**config.mk**
```make
export PLATFORM = sky130hd
export DESIGN_NAME = axi_lite_req_arbiter
export DESIGN_NICKNAME = d
export VERILOG_FILES = /design/src/rtl/axi_lite_pkg.sv /design/src/rtl/rr_arbiter.sv /design/src/rtl/axi_lite_req_arbiter.sv
export SDC_FILE = /design/constraint.sdc
export NUM_CORES = 1
export LEC_CHECK = 0
export ABC_AREA = 1
export BUFFER_PORTS_ARGS = -buffer_cell sky130_fd_sc_hd__buf_2
export CORE_AREA = 2 2 163 165
export DETAILED_ROUTE_END_ITERATION = 16
export DIE_AREA = 0 0 165 167
export HOLD_SLACK_MARGIN = 0.12
export PLACE_DENSITY = 0.67
export SYNTH_ARGS = -nofsm -noshare
export SYNTH_HDL_FRONTEND = slang
export SYNTH_SLANG_ARGS = --single-unit
```
**constraint.sdc**
```tcl
create_clock -name ACLK -period 2.59 [get_ports ACLK]
set_clock_uncertainty 0.2 [all_clocks]
set_input_delay 0.259 -clock ACLK [delete_from_list [all_inputs] [get_ports ACLK]]
set_output_delay 0.259 -clock ACLK [all_outputs]
set_load 0.01 [all_outputs]
```
**src/rtl/axi_lite_pkg.sv**
```systemverilog
// Shared types and constants for the AXI-Lite request arbiter.
package axi_lite_pkg;

  localparam logic [1:0] RESP_OKAY   = 2'b00;
  localparam logic [1:0] RESP_EXOKAY = 2'b01;
  localparam logic [1:0] RESP_SLVERR = 2'b10;
  localparam logic [1:0] RESP_DECERR = 2'b11;

  typedef enum logic [1:0] {
    ST_IDLE  = 2'd0,
    ST_ISSUE = 2'd1,
    ST_WAIT  = 2'd2,
    ST_RESP  = 2'd3
  } arb_state_t;

  // Position 'offset' slots after 'base' in a ring of n entries.
  function automatic int rr_slot(int base, int offset, int n);
    int s;
    s = base + offset;
    if (s >= n) s = s - n;
    return s;
  endfunction

endpackage

```
**src/rtl/rr_arbiter.sv**
```systemverilog
// Round-robin pick: first asserted request at or after the pointer, wrapping.
module rr_arbiter
  import axi_lite_pkg::*;
#(
  parameter  int NUM_REQ = 4,
  localparam int IW      = $clog2(NUM_REQ)
) (
  input  logic [NUM_REQ-1:0] req_i,
  input  logic [IW-1:0]      ptr_i,
  output logic [NUM_REQ-1:0] gnt_o,
  output logic [IW-1:0]      idx_o,
  output logic               any_o
);

  // Scan the ring starting at the pointer; the first hit wins.
  always_comb begin
    gnt_o = '0;
    idx_o = '0;
    any_o = 1'b0;
    for (int i = 0; i < NUM_REQ; i++) begin
      if (!any_o && req_i[rr_slot(int'(ptr_i), i, NUM_REQ)]) begin
        any_o = 1'b1;
        gnt_o[rr_slot(int'(ptr_i), i, NUM_REQ)] = 1'b1;
        idx_o = IW'(rr_slot(int'(ptr_i), i, NUM_REQ));
      end
    end
  end

endmodule

```
**src/rtl/axi_lite_req_arbiter.sv**
```systemverilog
// Shares one AXI-Lite master command port among NUM_REQ requesters, one
// transaction at a time, with a hung-slave timeout.
//
// state    | meaning
// ---------+-------------------------------------------------------------
// ST_IDLE  | no transaction; arbitrate among pending requests
// ST_ISSUE | req_ready and start pulse visible; address/data presented
// ST_WAIT  | waiting for R or B handshake on the tapped channel, timer runs
// ST_RESP  | rsp_valid pulse to the granted requester
module axi_lite_req_arbiter
  import axi_lite_pkg::*;
#(
  parameter  int NUM_REQ     = 4,
  parameter  int ADDR_W      = 32,
  parameter  int DATA_W      = 32,
  parameter  int TIMEOUT_CYC = 256,
  localparam int IW          = $clog2(NUM_REQ)
) (
  input  logic                      ACLK,
  input  logic                      ARESETN,
  input  logic [NUM_REQ-1:0]        req_valid,
  input  logic [NUM_REQ-1:0]        req_write,
  input  logic [NUM_REQ*ADDR_W-1:0] req_addr,
  input  logic [NUM_REQ*DATA_W-1:0] req_wdata,
  output logic [NUM_REQ-1:0]        req_ready,
  output logic [NUM_REQ-1:0]        rsp_valid,
  output logic [DATA_W-1:0]         rsp_rdata,
  output logic [1:0]                rsp_resp,
  output logic                      mst_start_rd,
  output logic                      mst_start_wr,
  output logic [ADDR_W-1:0]         mst_addr,
  output logic [DATA_W-1:0]         mst_wdata,
  input  logic                      mon_rvalid,
  input  logic                      mon_rready,
  input  logic [DATA_W-1:0]         mon_rdata,
  input  logic [1:0]                mon_rresp,
  input  logic                      mon_bvalid,
  input  logic                      mon_bready,
  input  logic [1:0]                mon_bresp,
  output logic                      busy,
  output logic [IW-1:0]             grant_id,
  output logic                      timeout_err
);

  // Timer is a down-counter loaded so that it reaches zero on the last
  // allowed WAIT cycle.
  localparam int              TW         = (TIMEOUT_CYC > 1) ? $clog2(TIMEOUT_CYC) : 1;
  localparam logic [TW-1:0]   TIMER_LOAD = (TIMEOUT_CYC > 1) ? TW'(TIMEOUT_CYC - 1) : '0;
  localparam bit              TIMEOUT_EN = (TIMEOUT_CYC > 0);
  localparam logic [NUM_REQ-1:0] ONE_HOT0 = NUM_REQ'(1);

  arb_state_t           state_q;
  logic [IW-1:0]        idx_q;
  logic [IW-1:0]        rr_ptr_q;
  logic                 write_q;
  logic [ADDR_W-1:0]    addr_q;
  logic [DATA_W-1:0]    wdata_q;
  logic [NUM_REQ-1:0]   req_ready_q;
  logic [NUM_REQ-1:0]   rsp_valid_q;
  logic [DATA_W-1:0]    rsp_rdata_q;
  logic [1:0]           rsp_resp_q;
  logic                 start_rd_q;
  logic                 start_wr_q;
  logic [TW-1:0]        timer_q;
  logic                 timeout_err_q;

  logic [NUM_REQ-1:0]   arb_gnt;
  logic [IW-1:0]        arb_idx;
  logic                 arb_any;

  logic [ADDR_W-1:0]    sel_addr_d;
  logic [DATA_W-1:0]    sel_wdata_d;
  logic                 sel_write_d;
  logic [IW-1:0]        rr_ptr_d;
  logic                 done_d;

  rr_arbiter #(
    .NUM_REQ (NUM_REQ)
  ) u_rr_arbiter (
    .req_i (req_valid),
    .ptr_i (rr_ptr_q),
    .gnt_o (arb_gnt),
    .idx_o (arb_idx),
    .any_o (arb_any)
  );

  // Select the winning requester's command and compute the next pointer.
  always_comb begin
    sel_addr_d  = req_addr[int'(arb_idx)*ADDR_W +: ADDR_W];
    sel_wdata_d = req_wdata[int'(arb_idx)*DATA_W +: DATA_W];
    sel_write_d = req_write[arb_idx];
    rr_ptr_d    = (arb_idx == IW'(NUM_REQ - 1)) ? '0 : arb_idx + IW'(1);
  end

  // Only the handshake on the channel matching the latched type ends WAIT.
  always_comb begin
    done_d = write_q ? (mon_bvalid & mon_bready) : (mon_rvalid & mon_rready);
  end

  // Sequencer: arbitration, start pulse, completion/timeout, response pulse.
  always_ff @(posedge ACLK) begin
    if (!ARESETN) begin
      state_q       <= ST_IDLE;
      idx_q         <= '0;
      rr_ptr_q      <= '0;
      write_q       <= 1'b0;
      addr_q        <= '0;
      wdata_q       <= '0;
      req_ready_q   <= '0;
      rsp_valid_q   <= '0;
      rsp_rdata_q   <= '0;
      rsp_resp_q    <= RESP_OKAY;
      start_rd_q    <= 1'b0;
      start_wr_q    <= 1'b0;
      timer_q       <= '0;
      timeout_err_q <= 1'b0;
    end else begin
      req_ready_q <= '0;
      rsp_valid_q <= '0;
      start_rd_q  <= 1'b0;
      start_wr_q  <= 1'b0;
      case (state_q)
        ST_IDLE: begin
          if (arb_any) begin
            idx_q       <= arb_idx;
            write_q     <= sel_write_d;
            addr_q      <= sel_addr_d;
            wdata_q     <= sel_wdata_d;
            req_ready_q <= arb_gnt;
            start_wr_q  <= sel_write_d;
            start_rd_q  <= !sel_write_d;
            rr_ptr_q    <= rr_ptr_d;
            state_q     <= ST_ISSUE;
          end
        end
        ST_ISSUE: begin
          timer_q <= TIMER_LOAD;
          state_q <= ST_WAIT;
        end
        ST_WAIT: begin
          if (done_d) begin
            rsp_rdata_q <= write_q ? '0 : mon_rdata;
            rsp_resp_q  <= write_q ? mon_bresp : mon_rresp;
            rsp_valid_q <= ONE_HOT0 << idx_q;
            state_q     <= ST_RESP;
          end else if (TIMEOUT_EN && (timer_q == '0)) begin
            rsp_rdata_q   <= '0;
            rsp_resp_q    <= RESP_DECERR;
            rsp_valid_q   <= ONE_HOT0 << idx_q;
            timeout_err_q <= 1'b1;
            state_q       <= ST_RESP;
          end else begin
            timer_q <= timer_q - TW'(1);
          end
        end
        ST_RESP: begin
          state_q <= ST_IDLE;
        end
        default: begin
          state_q <= ST_IDLE;
        end
      endcase
    end
  end

  assign req_ready    = req_ready_q;
  assign rsp_valid    = rsp_valid_q;
  assign rsp_rdata    = rsp_rdata_q;
  assign rsp_resp     = rsp_resp_q;
  assign mst_start_rd = start_rd_q;
  assign mst_start_wr = start_wr_q;
  assign mst_addr     = (state_q == ST_ISSUE || state_q == ST_WAIT) ? addr_q  : '0;
  assign mst_wdata    = (state_q == ST_ISSUE || state_q == ST_WAIT) ? wdata_q : '0;
  assign busy         = (state_q != ST_IDLE);
  assign grant_id     = idx_q;
  assign timeout_err  = timeout_err_q;

endmodule
```
==> flow_metrics.tcl <==
set metrics [dict create \
    run_status "finished clean" \
    floorplan.core_area_mm2 0.0258 \
    crit_path_max_fanout 31 \
    synth_cell_area_mm2 0.00779 \
    combinational_family_with_the_most_area_after_synthesis "simple AND/OR/NAND/NOR gates" \
    path_class "reg2reg" \
    synth_mux_area_frac 0 \
    power_switching_uw 6600 \
    routability_congestion_estimate_from_global_placement 0.948 \
    maxSlewHeadroom 0.768 \
    layout-drive-gt1-share 0.256 \
    design_area_mm2 0.0141 \
    crit_top_cell "nand3_1" \
    htreeDepth 4 \
    timing.critical_path.required_ns 2.68 \
    final-setup-viol-count 0 \
    viasPerCell 5.02 \
    hold_path_class "in2reg" \
    antenna_found_initial 3 \
    postSynthCellCount 1312 \
    setup.worst_path.start_class "register" \
    route.detailed.drc 0 \
    row_count 59 \
    final-max-slew-violation-count 0 \
    final_nets 2324 \
    areaGrowthSynthToFinish_pct 81.4 \
    timing.final.hold_violations 0 \
    power.clock.fraction 0.187 \
    finalWirelength_um 38000 \
    fin_total_pwr_uw 13700 \
    gr-usage-all-layers 0.258 \
    placed_cell_area_mm2 0.0103 \
    dieWidth_um 165 \
    synth-seq-cells 124 \
    cts_tree "done" \
    detail_route.iter0.violations 1106 \
    period_minus_slack_ns 2.46 \
    yosysWarnings 0 \
    cp_slowest_stage_delay_ns 0.35 \
    power_report.internal_total_uw 7090 \
    power.combinational.fraction 0.615 \
    die_area_mm2 0.0276 \
    detail-route-antenna-nets 0 \
    io_pins 418 \
    postLayoutSetupSlackWorst_ns 0.132 \
    path_cells "inv_1 > ha_4 > inv_1 > nand3_1 > nand2_2 > nor2_4 > nand4_4 > nand2_4 > buf_4 > nand2_1 > nand3_1 > nand3_1" \
    cts.clk_slew.worst_paths_ns 0.06 \
    synth_compound_gate_area_share 0.0504 \
    drtPass1Iterations 6 \
    drv_cap 0 \
    grt_start_max_net_pins 55 \
    power.ir.vdd_worst_v 0.000535 \
    cp_slowest_cell "buf_4" \
    cellLeakagePower_uw 0.00782 \
    cts_num_sinks 124 \
    post_synth_and_or_nand_nor_area_fraction 0.449 \
    syn_nets 1630 \
    pre_cts_slack_ns -0.0208 \
    worst-slew-pin-transition_ns 0.348 \
    powerDensity_mw_per_mm2 968 \
    synth-xor-area-share 0.00450 \
    place.detailed.hpwl_um 22200 \
    holdWs_ns 0.208 \
    final_min_period_over_clock_period 0.949 \
    critPathBufInv 3 \
    dr_total_vias 11800 \
    overflow 0 \
    worst_ep_arrival_time_ns 2.55 \
    initial_core_util 0.302 \
    sw_frac_of_total 0.482 \
    clockRootBuffer "clkbuf_16" \
    fin_tns_setup_ns 0 \
    grt_pass1_vias 11500 \
    timing.fmax_ghz 0.407 \
    cts_inserted_buffers 17 \
    global_route_wire_length_before_repair_um 56500 \
    routed_wire_length_per_instance_um 16.1 \
    cts_buffer_depth 2 \
    die_height_um 167 \
    ys_seq_area_frac 0.319 \
    syn_avg_cell_area_um2 5.94 \
    synth_fa_ha_area_frac 0.0193 \
    pwr-share-seq 0.198 \
    cp_top_family "simple AND/OR/NAND/NOR gates" \
    worstSetupEndpointType "register" \
    synthDistinctLibCells 30 \
    source_to_sink_clock_delay_at_the_later_pin_of_the_worst_skew_pair_ns 0.42 \
    portBuffers 417 \
]
[worst paths after layout]
kind	startpoint	endpoint	slack [ns]	cells past startpoint
worst max register to register	rr_ptr_q[1]	wdata_q[5]	0.13	12
worst min-delay path	mon_bvalid	rsp_valid[2]	0.21	5
worst min register to register	addr_q[31]	addr_q[31]	0.25	2
worst max-delay path	rr_ptr_q[1]	wdata_q[5]	0.13	12
[per-layer routing]
layer / up-vias / track usage / wire length (µm)
li1: 5487 / - / -
met1: 5227 / 0.291 / 14200
met2: 867 / 0.422 / 17600
met3: 252 / 0.0610 / 3450
met4: 0 / 0.186 / 2700
met5: - / 0 / 0
[flip-flops by register name, summed over array words and instances, names as in the netlist, 4 cells and up]
signal,flops
req_ready,4
timer_q,8
rsp_rdata,32
rsp_valid,4
addr_q,32
wdata_q,32
[final cells by class]
class                           instances  area [µm²]
Fill cell                            2266       11600
Tap cell                              335         419
Timing Repair Buffer                  756        5630
Sequential cell                       124        2480
Inverter                              217         822
Clock inverter                         13         178
Antenna cell                            4        10.0
Multi-Input combinational cell        890        4150
Clock buffer                           19         443
[cell families (layout without fill, tap and decap cells)]
logic type	count (synthesis)	after routing
flip-flops	124	124
other	0	4
AO/OA/AOI/OAI	74	74
buffers and inverters	298	1005
XOR/XNOR	4	4
AND/OR/NAND/NOR	800	800
adder cells (fa/ha/maj)	12	12
[metrics by stage]
stage / utilization / instances
global route: 0.548 / 2357
CTS: 0.540 / 2345
floorplan: - / 1312
finish: 0.548 / 2358
global placement: 0.399 / 2014
detailed placement: 0.399 / 2014
[synthesized netlist by cell type, drive strengths merged]
cell    count  area share
o21ai      18       0.012
a31oi       2      0.0016
o22ai       2      0.0016
o31ai       1     0.00096
xor2        4      0.0045
clkinv      2     0.00096
inv       215        0.10
nor3        2      0.0013
nand4       2      0.0035
a21oi      46       0.030
dfxtp     124        0.32
clkbuf     29       0.014
buf        52       0.040
a211oi      2      0.0019
nand3     325        0.21
ha         12       0.019
a21boi      1     0.00096
nor2       21       0.013
a41oi       2      0.0022
nand2     450        0.22
[what timing repair did]
action,CTS,global route
gates cloned,0,5
resized for setup,2,16
setup buffers,0,4
hold endpoints to repair,108,0
hold buffers,299,0
setup endpoints to repair,3,73
pin swaps,0,1
[power groups by stage]
stage                     clock network (µW)  logic (µW)  registers (µW)
after floorplan                            0        5010            2700
after global placement                     0        7300            2720
after detailed placement                   0        7380            2720
after CTS                               2630        7760            2690
after global routing                    2720        9200            2750
final                                   2560        8420            2710
[worst min-delay path: stages]
cell and delay [ns]:
buf_2 0.08, a31oi_1 0.13, nand2_1 0.14, nand3_1 0.10
nor2_1 0.08
[placed cells by master, fill, tap and decap left out, types with 5 or more instances in the layout]
cell type | netlist | final
nor2_1 | 18 | 17
buf_12 | 0 | 14
a21oi_1 | 46 | 45
nand2_1 | 442 | 441
nand2_2 | 7 | 5
inv_1 | 210 | 210
dfxtp_1 | 124 | 124
nand3_1 | 322 | 319
inv_6 | 0 | 5
dlygate4sd3_1 | 0 | 299
buf_4 | 13 | 21
o21ai_0 | 16 | 16
clkbuf_16 | 0 | 21
ha_1 | 12 | 10
buf_2 | 28 | 417
Note: power is estimated with default switching activity, not from simulation.
